## src/rtl/lvl_states_bram_arbiter_if.sv

```systemverilog
// Requester-side bus of the lvls-states BRAM arbiter: per-requester apply/strobes in, grant and read data out.
// The master modport drives the request side; the slave modport sits on the arbiter.
interface lvl_states_bram_arbiter_if #(
    parameter int NUM_REQ = 3,
    parameter int DATA_W  = 30,
    parameter int ADDR_W  = 9
);
    logic [NUM_REQ-1:0]        req_apply_i;
    logic [NUM_REQ-1:0]        req_we_i;
    logic [NUM_REQ-1:0]        req_re_i;
    logic [NUM_REQ*ADDR_W-1:0] req_addr_i;
    logic [NUM_REQ*DATA_W-1:0] req_data_i;
    logic [NUM_REQ-1:0]        grant_o;
    logic [DATA_W-1:0]         rdata_o;
    logic [NUM_REQ-1:0]        rvalid_o;

    modport master (
        output req_apply_i, req_we_i, req_re_i, req_addr_i, req_data_i,
        input  grant_o, rdata_o, rvalid_o
    );

    modport slave (
        input  req_apply_i, req_we_i, req_re_i, req_addr_i, req_data_i,
        output grant_o, rdata_o, rvalid_o
    );
endinterface

```

## src/rtl/lvl_states_bram_arbiter.sv

```systemverilog
// Round-robin, burst-locked arbiter for the single-port lvls-states BRAM. Grant 1 cycle after apply;
// strobes registered to RAM in 1 cycle, read data back 2 cycles after the strobe; no stall, losers simply wait.
module lvl_states_bram_arbiter #(
    parameter int NUM_REQ                = 3,
    parameter int WIDTH_LVL_STATES       = 30,
    parameter int ADDR_WIDTH_LVLS_STATES = 9
) (
    input  logic                              clk,
    input  logic                              rst,
    lvl_states_bram_arbiter_if.slave          bus,
    output logic                              busy_o,
    output logic                              ram_we_o,
    output logic [ADDR_WIDTH_LVLS_STATES-1:0] ram_addr_o,
    output logic [WIDTH_LVL_STATES-1:0]       ram_data_o,
    input  logic [WIDTH_LVL_STATES-1:0]       ram_data_i
);
    localparam int DW  = WIDTH_LVL_STATES;
    localparam int AW  = ADDR_WIDTH_LVLS_STATES;
    localparam int IDW = (NUM_REQ > 1) ? $clog2(NUM_REQ) : 1;

    typedef enum logic [1:0] {IDLE, GRANT, DRAIN} state_t;

    state_t             state, state_nxt;
    logic [1:0]         drain_cnt, drain_nxt;
    logic [NUM_REQ-1:0] grant_q, grant_nxt;
    logic [IDW-1:0]     last, last_nxt;
    logic [IDW-1:0]     pick, cand;
    logic               pick_vld;

    logic               acc, wr, rd;
    logic               rd_vld1, rd_vld2;
    logic [IDW-1:0]     rd_id1, rd_id2;
    logic [NUM_REQ-1:0] rvalid_q;
    logic [DW-1:0]      rdata_q;

    always_ff @(posedge clk or negedge rst) begin
        if (!rst) begin
            state     <= IDLE;
            drain_cnt <= 2'd0;
            grant_q   <= '0;
            last      <= IDW'(NUM_REQ - 1);
        end else begin
            state     <= state_nxt;
            drain_cnt <= drain_nxt;
            grant_q   <= grant_nxt;
            last      <= last_nxt;
        end
    end

    // `last` doubles as the owner id while a grant is held.
    always_comb begin
        state_nxt = state;
        drain_nxt = drain_cnt;
        grant_nxt = grant_q;
        last_nxt  = last;
        pick      = last;
        pick_vld  = 1'b0;
        cand      = last;
        for (int k = 1; k <= NUM_REQ; k++) begin
            cand = IDW'((int'(last) + k) % NUM_REQ);
            if (!pick_vld && bus.req_apply_i[cand]) begin
                pick_vld = 1'b1;
                pick     = cand;
            end
        end
        case (state)
            IDLE: begin
                if (pick_vld) begin
                    state_nxt       = GRANT;
                    grant_nxt       = '0;
                    grant_nxt[pick] = 1'b1;
                    last_nxt        = pick;
                end
            end
            GRANT: begin
                if (!bus.req_apply_i[last]) begin
                    state_nxt = DRAIN;
                    grant_nxt = '0;
                    drain_nxt = 2'd0;
                end
            end
            DRAIN: begin
                if (drain_cnt == 2'd1) begin
                    state_nxt = IDLE;
                    drain_nxt = 2'd0;
                end else begin
                    drain_nxt = drain_cnt + 2'd1;
                end
            end
            default: begin
                state_nxt = IDLE;
                grant_nxt = '0;
            end
        endcase
    end

    // Strobes in the cycle apply drops are ignored; write wins over a simultaneous read.
    assign acc = (state == GRANT) && bus.req_apply_i[last];
    assign wr  = acc && bus.req_we_i[last];
    assign rd  = acc && bus.req_re_i[last] && !bus.req_we_i[last];

    always_ff @(posedge clk or negedge rst) begin
        if (!rst) begin
            ram_we_o   <= 1'b0;
            ram_addr_o <= '0;
            ram_data_o <= '0;
            rd_vld1    <= 1'b0;
            rd_vld2    <= 1'b0;
            rd_id1     <= '0;
            rd_id2     <= '0;
            rvalid_q   <= '0;
            rdata_q    <= '0;
        end else begin
            ram_we_o <= wr;
            if (acc && (bus.req_we_i[last] || bus.req_re_i[last])) begin
                ram_addr_o <= bus.req_addr_i[int'(last)*AW +: AW];
                ram_data_o <= bus.req_data_i[int'(last)*DW +: DW];
            end
            rd_vld1  <= rd;
            rd_id1   <= last;
            rd_vld2  <= rd_vld1;
            rd_id2   <= rd_id1;
            rvalid_q <= '0;
            if (rd_vld2) begin
                rvalid_q[rd_id2] <= 1'b1;
                rdata_q          <= ram_data_i;
            end
        end
    end

    assign bus.grant_o  = grant_q;
    assign bus.rvalid_o = rvalid_q;
    assign bus.rdata_o  = rdata_q;
    assign busy_o       = (state != IDLE);
endmodule

```

## src/flat_wrapper.sv

```systemverilog
// flat-port wrapper written by rule: the top's interface ports become plain ports
module lvl_states_bram_arbiter_flat 
#(
    parameter int NUM_REQ                = 3,
    parameter int WIDTH_LVL_STATES       = 30,
    parameter int ADDR_WIDTH_LVLS_STATES = 9
)
  (clk, rst, busy_o, ram_we_o, ram_addr_o, ram_data_o, ram_data_i, bus_req_apply_i, bus_req_we_i, bus_req_re_i, bus_req_addr_i, bus_req_data_i, bus_grant_o, bus_rdata_o, bus_rvalid_o);
  lvl_states_bram_arbiter_if #(.NUM_REQ(NUM_REQ), .DATA_W((30)), .ADDR_W((9))) bus_i ();
  input  logic clk;
  input  logic rst;
  output logic busy_o;
  output logic ram_we_o;
  output logic [ADDR_WIDTH_LVLS_STATES-1:0] ram_addr_o;
  output logic [WIDTH_LVL_STATES-1:0] ram_data_o;
  input  logic [WIDTH_LVL_STATES-1:0] ram_data_i;
  input wire logic [$bits(bus_i.req_apply_i)-1:0] bus_req_apply_i;
  input wire logic [$bits(bus_i.req_we_i)-1:0] bus_req_we_i;
  input wire logic [$bits(bus_i.req_re_i)-1:0] bus_req_re_i;
  input wire logic [$bits(bus_i.req_addr_i)-1:0] bus_req_addr_i;
  input wire logic [$bits(bus_i.req_data_i)-1:0] bus_req_data_i;
  output wire logic [$bits(bus_i.grant_o)-1:0] bus_grant_o;
  output wire logic [$bits(bus_i.rdata_o)-1:0] bus_rdata_o;
  output wire logic [$bits(bus_i.rvalid_o)-1:0] bus_rvalid_o;
  assign bus_i.req_apply_i = bus_req_apply_i;
  assign bus_i.req_we_i = bus_req_we_i;
  assign bus_i.req_re_i = bus_req_re_i;
  assign bus_i.req_addr_i = bus_req_addr_i;
  assign bus_i.req_data_i = bus_req_data_i;
  assign bus_grant_o = bus_i.grant_o;
  assign bus_rdata_o = bus_i.rdata_o;
  assign bus_rvalid_o = bus_i.rvalid_o;
  lvl_states_bram_arbiter #(.NUM_REQ(NUM_REQ), .WIDTH_LVL_STATES(WIDTH_LVL_STATES), .ADDR_WIDTH_LVLS_STATES(ADDR_WIDTH_LVLS_STATES)) u_core (.clk(clk), .rst(rst), .bus(bus_i), .busy_o(busy_o), .ram_we_o(ram_we_o), .ram_addr_o(ram_addr_o), .ram_data_o(ram_data_o), .ram_data_i(ram_data_i));
endmodule
```

## config.mk

```make
export PLATFORM = sky130hd
export DESIGN_NAME = lvl_states_bram_arbiter_flat
export DESIGN_NICKNAME = d
export VERILOG_FILES = /design/src/rtl/lvl_states_bram_arbiter_if.sv /design/src/rtl/lvl_states_bram_arbiter.sv /design/src/flat_wrapper.sv
export SDC_FILE = /design/constraint.sdc
export NUM_CORES = 1
export LEC_CHECK = 0
export CAP_MARGIN = 25
export CORE_MARGIN = 2
export CORE_UTILIZATION = 43
export CTS_CLUSTER_DIAMETER = 120
export DETAILED_ROUTE_END_ITERATION = 10
export PLACE_DENSITY_LB_ADDON = 0.1
export SYNTH_ARGS = -nofsm -noshare
export SYNTH_HDL_FRONTEND = slang
export SYNTH_SLANG_ARGS = --single-unit
```

## constraint.sdc

```tcl
create_clock -name clk -period 6.7 [get_ports clk]
set_input_delay 1.675 -clock clk [delete_from_list [all_inputs] [get_ports clk]]
set_output_delay 1.675 -clock clk [all_outputs]
set_load 0.02 [all_outputs]
```

==> flow_summary.ini <==
[timing]
timing.hold.ws_ns = 0.344
max_slew_margin_pct = 34.8
setup_total_negative_slack_ns = 0
timing.fmax_ghz = 0.280
timing.final.hold_violations = 0
finalCritPeriodShare_pct = 53.3
timing_max_transition_violations_final = 0
worst_slew_pin_slew_ns = 0.976
fin_ws_ns = 3.13
setup-violations-final = 0
timing.final.crit_period_ns = 3.57
rsz_0062_raised_after_global_routing = no
worst_clock_skew_ns = 0.0112

[cts]
post_cts_resize_count = 0
tritoncts = yes
clock_transition_at_the_register_clock_pins_on_the_worst_setup_and_hold_paths_after_cts_ns = 0.09
cts-root-to-sink-buffers = 2
clockRootBuffer = sky130_fd_sc_hd__clkbuf_8
cts_setup_buffers = 0
cts-htree-levels = 3
insertion_delay_ns = 0.35
cts.sink_count = 88
holdBufCountCts = 0
tritoncts.num_buffers = 9

[route]
dr.first_iter.drc_count = 140
drc = 0
routed-via-count = 3947
vias_per_cell = 5.08
wl_per_cell_um = 16.1
detailedRoute.firstPassIterationCount = 4
ant_nets = 0
finalWirelength_mm = 12.5

[worst_hold_path]
holdCritPathClass = flip-flop to flip-flop
timing.hold.worst_path_depth = 0

[global_routing]
grt_antenna_before_repair = 0
grt_max_degree = 51
grt_usage_pct = 23.1
grt_residual_overflow = 0
grt_pass1_vias = 4040
first_pass_grt_wire_length_mm = 20.3

[critical_path]
timing.critical_path.fanout_max = 5
endpoint_kind_of_the_worst_setup_timing_path = primary output
r2r-end = u_core.state[1]
r2r_start = u_core.last[1]
cp-endpoint = busy_o
crit_path_start = u_core.state[1]
arrival_ns = 1.90
reg2reg_setup_slack_ns = 3.36
cp.required_ns = 5.03
worst-r2r-cell-count = 7
setup.worst_path.start_class = flip-flop
timing_worst_setup_path_type = flip-flop to primary output

[logic_synthesis]
synth.most_common_cell = sky130_fd_sc_hd__dfrtp_1
postSynth.asyncResetShare_pct = 100
yosys.cell_types.count = 41
syn-num-nets = 584
synth_ff_type = sky130_fd_sc_hd__dfrtp_1
synth_enable_flop_cells = 0
yosys.area.top_type = sky130_fd_sc_hd__dfrtp_1
synthTopCellsByArea = sky130_fd_sc_hd__dfrtp_1 50%, sky130_fd_sc_hd__mux2i_1 11%, sky130_fd_sc_hd__mux2_2 8.2%
leading_cell_types_by_count_after_synthesis = 87 x sky130_fd_sc_hd__dfrtp_1, 48 x sky130_fd_sc_hd__mux2i_1, 45 x sky130_fd_sc_hd__o21ai_0
synth_cells = 419
postSynthRegisterBits = 88
netlist_area_sq_um = 4380
synth_top_cell_area_share_pct = 49.7
synth.yosys.seq_area_share_pct = 50.3
synthesis.yosys.warnings = 0
syn_avg_cell_area_sq_um = 10.5

[floorplan]
number_of_primary_i_o_pins = 235
row_count = 36
core_region_area_sq_um = 9820
die_height_um = 105
die_width_um = 105
starting_density_of_the_core_pct = 44.6
die-area_sq_um = 11000

[power]
vdd.ir_drop.worst_uv = 242
powerDensity_nw_per_um2 = 424
power_leakage_uw = 0.00307

[place]
numPlacedInstances = 761
gp_routability_congestion = 0.911
io_buffer_count = 234
place_hpwl_mm = 9.69
pre_cts_slack_ns = 2.76

[final_layout]
total_inserted_antenna_cells = 0
fin_nets = 804
drive_gt1_share_pct = 9.63
syn_to_final_growth_pct = 61.5
final_cell_count_no_fill = 777

[status]
outcome = finished clean

[flow_run]
maxCapViolations = 0
==> power breakdown <==
group | switching [uW] | internal (uW) | total [uW]
clock network | 190 | 260 | 450
registers | 159 | 755 | 914
logic | 842 | 796 | 1640
total | 1190 | 1810 | 3000
==> critical path: stages, from the launching register on <==
cell                              delay (ns)
sky130_fd_sc_hd__dfrtp_1                0.39
sky130_fd_sc_hd__inv_1                  0.08
sky130_fd_sc_hd__ha_1                   0.22
sky130_fd_sc_hd__inv_1                  0.20
sky130_fd_sc_hd__clkdlybuf4s50_1        0.65
==> worst min-delay path by stage <==
stage	start	to	slack (ns)
final	u_core.rd_id1[0]	u_core.rd_id2[0]	0.34
after global routing	u_core.rd_vld1	u_core.rd_vld2	0.36
after CTS	u_core.rd_vld1	u_core.rd_vld2	0.35
after detailed placement	u_core.rd_vld1	u_core.rd_vld2	0.33
after global placement	u_core.rd_id1[0]	u_core.rd_id2[0]	0.33
after floorplan	u_core.rd_id1[0]	u_core.rd_id2[0]	0.33
==> routing by layer <==
| layer | track usage (%) | vias to the layer above | part of all wire (%) |
|---|---|---|---|
| met3 | 6.80 | 20 | 8.5 |
| met2 | 40.9 | 182 | 51 |
| li1 | - | 1911 | - |
| met1 | 27.0 | 1834 | 39 |
| met5 | 0 | - | 0 |
| met4 | 6.76 | 0 | 1.6 |
==> cells by family after synthesis <==
| group | Yosys count | synth area share (%) |
|---|---|---|
| AOI/OAI and AO/OA | 107 | 14.3 |
| adders and majority gates | 7 | 2.00 |
| buffers and inverters | 34 | 3.60 |
| DFF | 88 | 50.3 |
| muxes | 80 | 19.2 |
| and+or+nand+nor | 103 | 10.6 |
==> sequential cells by signal, indices dropped and copies added (netlist names) <==
name                 count
u_core.bus.grant_o       3
u_core.bus.rdata_o      30
u_core.bus.rvalid_o      3
u_core.drain_cnt         2
u_core.last              2
u_core.ram_addr_o        9
u_core.ram_data_o       30
u_core.ram_we_o          1
u_core.rd_id1            2
u_core.rd_id2            2
u_core.rd_vld1           1
u_core.rd_vld2           1
u_core.state             2
==> layout make-up <==
cell class / count / area [sq um]
Clock buffer: 10 / 138
Clock inverter: 6 / 115
Fill cell: 757 / 2750
Inverter: 5 / 18.8
Multi-Input combinational cell: 297 / 2030
Sequential cell: 88 / 2200
Tap cell: 133 / 166
Timing Repair Buffer: 238 / 2400
==> through the flow <==
step	utilization (%)	area, sq um	power [uW]
finish	72.0	7070	3000
global route	72.0	7070	3190
CTS	72.0	7070	3030
detailed placement	69.5	6820	2570
global placement	69.0	6770	2510
floorplan	-	4380	1880
==> cells in the final DEF, fill, tap and decap left out, drive strengths merged, types with 2 or more instances in the layout <==
master	n
a21oi	40
a22o	2
and2	2
and3b	3
buf	5
bufinv	3
clkbuf	10
clkdlybuf4s50	233
dfrtp	87
ha	7
inv	6
mux2	32
mux2i	48
nand2	43
nand2b	2
nand3b	2
nor2	43
nor2b	3
nor3b	2
nor4	2
o21a	3
o21ai	45
o22a	2
o22ai	2
o2bb2ai	2
o31ai	2
Power figures use the tool's default switching activity.
